### config.mk
export PLATFORM = sky130hd
export DESIGN_NAME = axis_block_packer
export DESIGN_NICKNAME = d
export VERILOG_FILES = /design/src/rtl/axis_block_packer.sv
export SDC_FILE = /design/constraint.sdc
export NUM_CORES = 1
export LEC_CHECK = 0
export ABC_AREA = 1
export BUFFER_PORTS_ARGS = -buffer_cell sky130_fd_sc_hd__buf_2
export CAP_MARGIN = 20
export CELL_PAD_IN_SITES_DETAIL_PLACEMENT = 0
export CELL_PAD_IN_SITES_GLOBAL_PLACEMENT = 1
export CORE_UTILIZATION = 36
export CTS_CLUSTER_DIAMETER = 30
export DETAILED_ROUTE_END_ITERATION = 10
export GPL_TIMING_DRIVEN = 0
export PLACE_DENSITY_LB_ADDON = 0.08
export SYNTH_ARGS = -nofsm -noshare
export SYNTH_HDL_FRONTEND = slang
export SYNTH_SLANG_ARGS = --single-unit
### constraint.sdc
create_clock -name clk -period 2 [get_ports clk]
set_input_delay 0.4 -clock clk [delete_from_list [all_inputs] [get_ports clk]]
set_output_delay 0.4 -clock clk [all_outputs]
set_load 0.005 [all_outputs]
### src/rtl/axis_block_packer.sv
// Packs IN_WIDTH-bit AXI-Stream words into OUT_WIDTH-bit blocks, word 0 in the MSBs.
// Define AXIS_PACKER_BSWAP_EN to byte-reverse each input word before packing.
module axis_block_packer #(
    parameter int IN_WIDTH  = 32,
    parameter int OUT_WIDTH = 128,
    parameter int CNT_WIDTH = 2
) (
    input  logic                 clk,
    input  logic                 reset,
    input  logic [IN_WIDTH-1:0]  s_axis_tdata,
    input  logic                 s_axis_tvalid,
    output logic                 s_axis_tready,
    input  logic                 s_axis_tlast,
    output logic [OUT_WIDTH-1:0] m_tdata,
    output logic                 m_tvalid,
    input  logic                 m_tready,
    output logic                 m_tlast,
    output logic                 short_pkt
);

    localparam int unsigned WORDS = OUT_WIDTH / IN_WIDTH;

    localparam logic [0:0] FILL = 1'b0;
    localparam logic [0:0] HOLD = 1'b1;

    logic [0:0]           state_q, state_d;
    logic [CNT_WIDTH-1:0] cnt_q, cnt_d;
    logic [OUT_WIDTH-1:0] data_q, data_d;
    logic                 last_q, last_d;
    logic                 short_q, short_d;
    logic [IN_WIDTH-1:0]  word_in;

    always_comb begin
        word_in = s_axis_tdata;
`ifdef AXIS_PACKER_BSWAP_EN
        for (int unsigned b = 0; b < IN_WIDTH / 8; b++) begin
            word_in[b*8 +: 8] = s_axis_tdata[IN_WIDTH-8-b*8 +: 8];
        end
`endif
    end

    // Handshake outputs decode only the registered state, so the FIFO's tready can
    // depend combinationally on m_tvalid without forming a loop.
    assign s_axis_tready = (state_q == FILL);
    assign m_tvalid      = (state_q == HOLD);
    assign m_tdata       = data_q;
    assign m_tlast       = last_q;
    assign short_pkt     = short_q;

    always_comb begin
        state_d = state_q;
        cnt_d   = cnt_q;
        data_d  = data_q;
        last_d  = last_q;
        short_d = 1'b0;
        case (state_q)
            FILL: begin
                if (s_axis_tvalid) begin
                    for (int unsigned i = 0; i < WORDS; i++) begin
                        if (CNT_WIDTH'(i) == cnt_q) begin
                            data_d[OUT_WIDTH-1-i*IN_WIDTH -: IN_WIDTH] = word_in;
                        end else if (s_axis_tlast && (CNT_WIDTH'(i) > cnt_q)) begin
                            data_d[OUT_WIDTH-1-i*IN_WIDTH -: IN_WIDTH] = '0;
                        end
                    end
                    if (s_axis_tlast) begin
                        cnt_d   = '0;
                        last_d  = 1'b1;
                        short_d = (cnt_q != CNT_WIDTH'(WORDS - 1));
                        state_d = HOLD;
                    end else if (cnt_q == CNT_WIDTH'(WORDS - 1)) begin
                        cnt_d   = '0;
                        last_d  = 1'b0;
                        state_d = HOLD;
                    end else begin
                        cnt_d = cnt_q + 1'b1;
                    end
                end
            end
            HOLD: begin
                if (m_tready) begin
                    data_d  = '0;
                    last_d  = 1'b0;
                    state_d = FILL;
                end
            end
            default: state_d = FILL;
        endcase
    end

    always_ff @(posedge clk) begin
        if (reset) begin
            state_q <= FILL;
            cnt_q   <= '0;
            data_q  <= '0;
            last_q  <= 1'b0;
            short_q <= 1'b0;
        end else begin
            state_q <= state_d;
            cnt_q   <= cnt_d;
            data_q  <= data_d;
            last_q  <= last_d;
            short_q <= short_d;
        end
    end

endmodule
==> out/qor.yml <==
global_routing:
  grt_max_degree: 20
  grt_pass1_vias: 5727
  grt_pass1_wl_um: 32450
  track_usage: 0.2467
  antenna_found_initial: 0
  grt-ovfl-total: 0
critical_path:
  reg2reg_setup_slack_ns: 0.17
  crit_buf_inv: 4
  crit_family: "buffers and inverters"
  cp-startpoint: "m_tvalid"
  cp.required_ns: 1.60
  crit_path_start_kind: "register"
  cp_slowest_cell: "dfxtp_1"
  reg2reg_from: "cnt_q[0]"
  cpPeakStageDelay_ns: 0.33
  path_max_fanout: 19
  worstPathArrival_ns: 1.48
  crit_chain: "buf_4 > inv_4 > clkbuf_4 > buf_2"
  crit_type: "register to output port"
  setup.worst_path.end_class: "output port"
sta:
  period_share: 0.9423
  setup_viol: 0
  finalSetupTns_ns: 0
  skew_ns: 0.004665
  fmax_mhz: 530.6
  slew_viol_final: 0
  rsz0062_at_grt: "no"
  finalCriticalPeriod_ns: 1.885
  slew_headroom: 0.6360
  tightest_slew_ns: 0.5459
  hold_viol: 0
power:
  comb_power_share: 0.172
  pwr-share-seq: 0.398
  internal-power_mw: 5.419
  netSwitchingPower_mw: 2.078
  fin_total_pwr_mw: 7.497
  p_leak_nw: 3.891
  cellPowerDensity_nw_per_um2: 961.0
  power.share.switching: 0.2772
  clock_power_share: 0.430
  vdd_drop_max_uv: 600.2
synth:
  ys_top_cells_by_area: "dfxtp_1 44%, nor2_1 14%, nand2_1 11%"
  synth_cell_types: 22
  syn_avg_cell_area_um2: 6.727
  synth_top_area_cell: "dfxtp_1"
  netlist_area_um2: 6081
  ys_seq_area_frac: 0.4379
  yosys.area.top_type_share: 0.4379
  synthCells: 904
  ys_ff_latch: 133
  yosys_warnings: 0
  synth_nets: 945
run_status:
  status: "finished clean"
worst_hold_path:
  hold_class: "primary input to register"
  holdCritStartpoint: "m_tready"
cts:
  cts_sinks: 133
  postCtsSetupRepairBufs: 0
  clk_path_buf_depth: 2
  cts_tree: "done"
  htreeDepth: 4
  clkLatencyLatePin_ns: 0.42
  root_buffer: "clkbuf_16"
  cts_made_buffers: 17
  path_clk_slew_ns: 0.05
route:
  ant_nets: 0
  vias: 6384
  wl_um: 21210
  drc: 0
  drt-vias-per-instance: 4.836
  firstDrtPassIters: 5
  wl_per_cell_um: 16.07
  drtIter0Drc: 455
finish:
  drive_above_1_share: 0.2236
  layout_common_cells: "219 x nor2_1, 190 x buf_2, 176 x nand2_1"
  final_common_cell: "nor2_1"
  antenna_cells: 0
  nFillCells: 1786
  nets: 1129
  syn_to_final_growth_pct: 28.29
floorplanning:
  io_pins: 169
  die_x_um: 132.0
  core_um2: 16520
  design.die.area_um2: 17410
  die_h_um: 132.0
  start_util: 0.3680
  rows: 47
place:
  hpwlAfterDp_um: 16190
  placement.io_buffers: 167
  gp_congestion: 0.8873
job:
  drv_cap: 0
==> final cells by class <==
type,count,area (µm²),area share
clock inverter,8,123.9,0.01588
timing repair buffer,167,835.8,0.1071
multi-input combinational,646,2879,0.3690
tap,220,275.3,0.03528
sequential,133,2663,0.3413
buffer,71,349.1,0.04475
inverter,52,197.7,0.02534
clock buffer,23,478.0,0.06127
==> per-stage QoR <==
step	std cells	setup slack [ns]	hold slack, ns	util	cell area, µm²
after floorplan	904	0.4457	0.4574	-	6081
after global placement	1291	0.1449	0.4496	0.4352	7192
after detailed placement	1291	0.1146	0.4549	0.4352	7192
after CTS	1321	0.04937	0.2436	0.4713	7789
after global routing	1320	0.02472	0.2582	0.4721	7801
final	1320	0.1153	0.2543	0.4721	7801
==> synthesized netlist by cell type (all sizes together) <==
master  instances
inv            52
a21oi          53
nand4          13
dfxtp         133
nor3           17
buf            43
nor2          223
nand3b         26
ha              4
or2             1
clkbuf         30
nand3         129
nand2         180
==> sequential cells by signal (all words and copies together) (netlist names) <==
signal / count
short_pkt: 1
m_tdata: 128
m_tlast: 1
cnt_q: 2
m_tvalid: 1
==> final timing paths <==
path / endpoint / cells past startpoint
max: s_axis_tready / 4
min: m_tvalid / 3
min reg2reg: m_tdata[55] / 2
max reg2reg: m_tdata[73] / 9
==> timing repair <==
| action | 4_1_cts | 5_1_grt |
|---|---|---|
| gates resized for setup | 0 | 5 |
| hold buffers | 0 | 0 |
| setup endpoints to repair | 1 | 36 |
| gates cloned | 0 | 0 |
==> layer usage <==
layer  vias up  global-route usage  wire length [µm]
li1       3251                   -                 -
met1      2914              0.3633             10680
met2       197              0.3536              9032
met3        22             0.05152              1127
met4         0             0.08398               367
met5         -                   0                 0
==> cells by family after synthesis <==
kind of cell / Yosys count / share of synthesized area
AOI/OAI and AO/OA: 53 / 0.04362
adders and majority gates: 4 / 0.008231
buffers and inverters: 125 / 0.09074
DFF: 133 / 0.4379
and+or+nand+nor: 589 / 0.4195
==> power by group through the flow <==
stage                     Combinational, mW  Sequential (mW)  Clock (mW)
final                                  1.29             2.99        3.22
after global routing                   1.45             3.01        3.38
after CTS                              1.28             2.99        3.27
after detailed placement               1.28             3.04           0
after global placement                 1.27             3.04           0
after floorplan                       0.740             3.05           0
==> tightest hold or removal path, delay by kind of cell <==
family / cells / cell delay, ns
AO/OA/AOI/OAI: 1 / 0.05
buffers and inverters: 1 / 0.09
AND/OR/NAND/NOR: 1 / 0.09
Note: power is estimated with default switching activity, not from simulation.
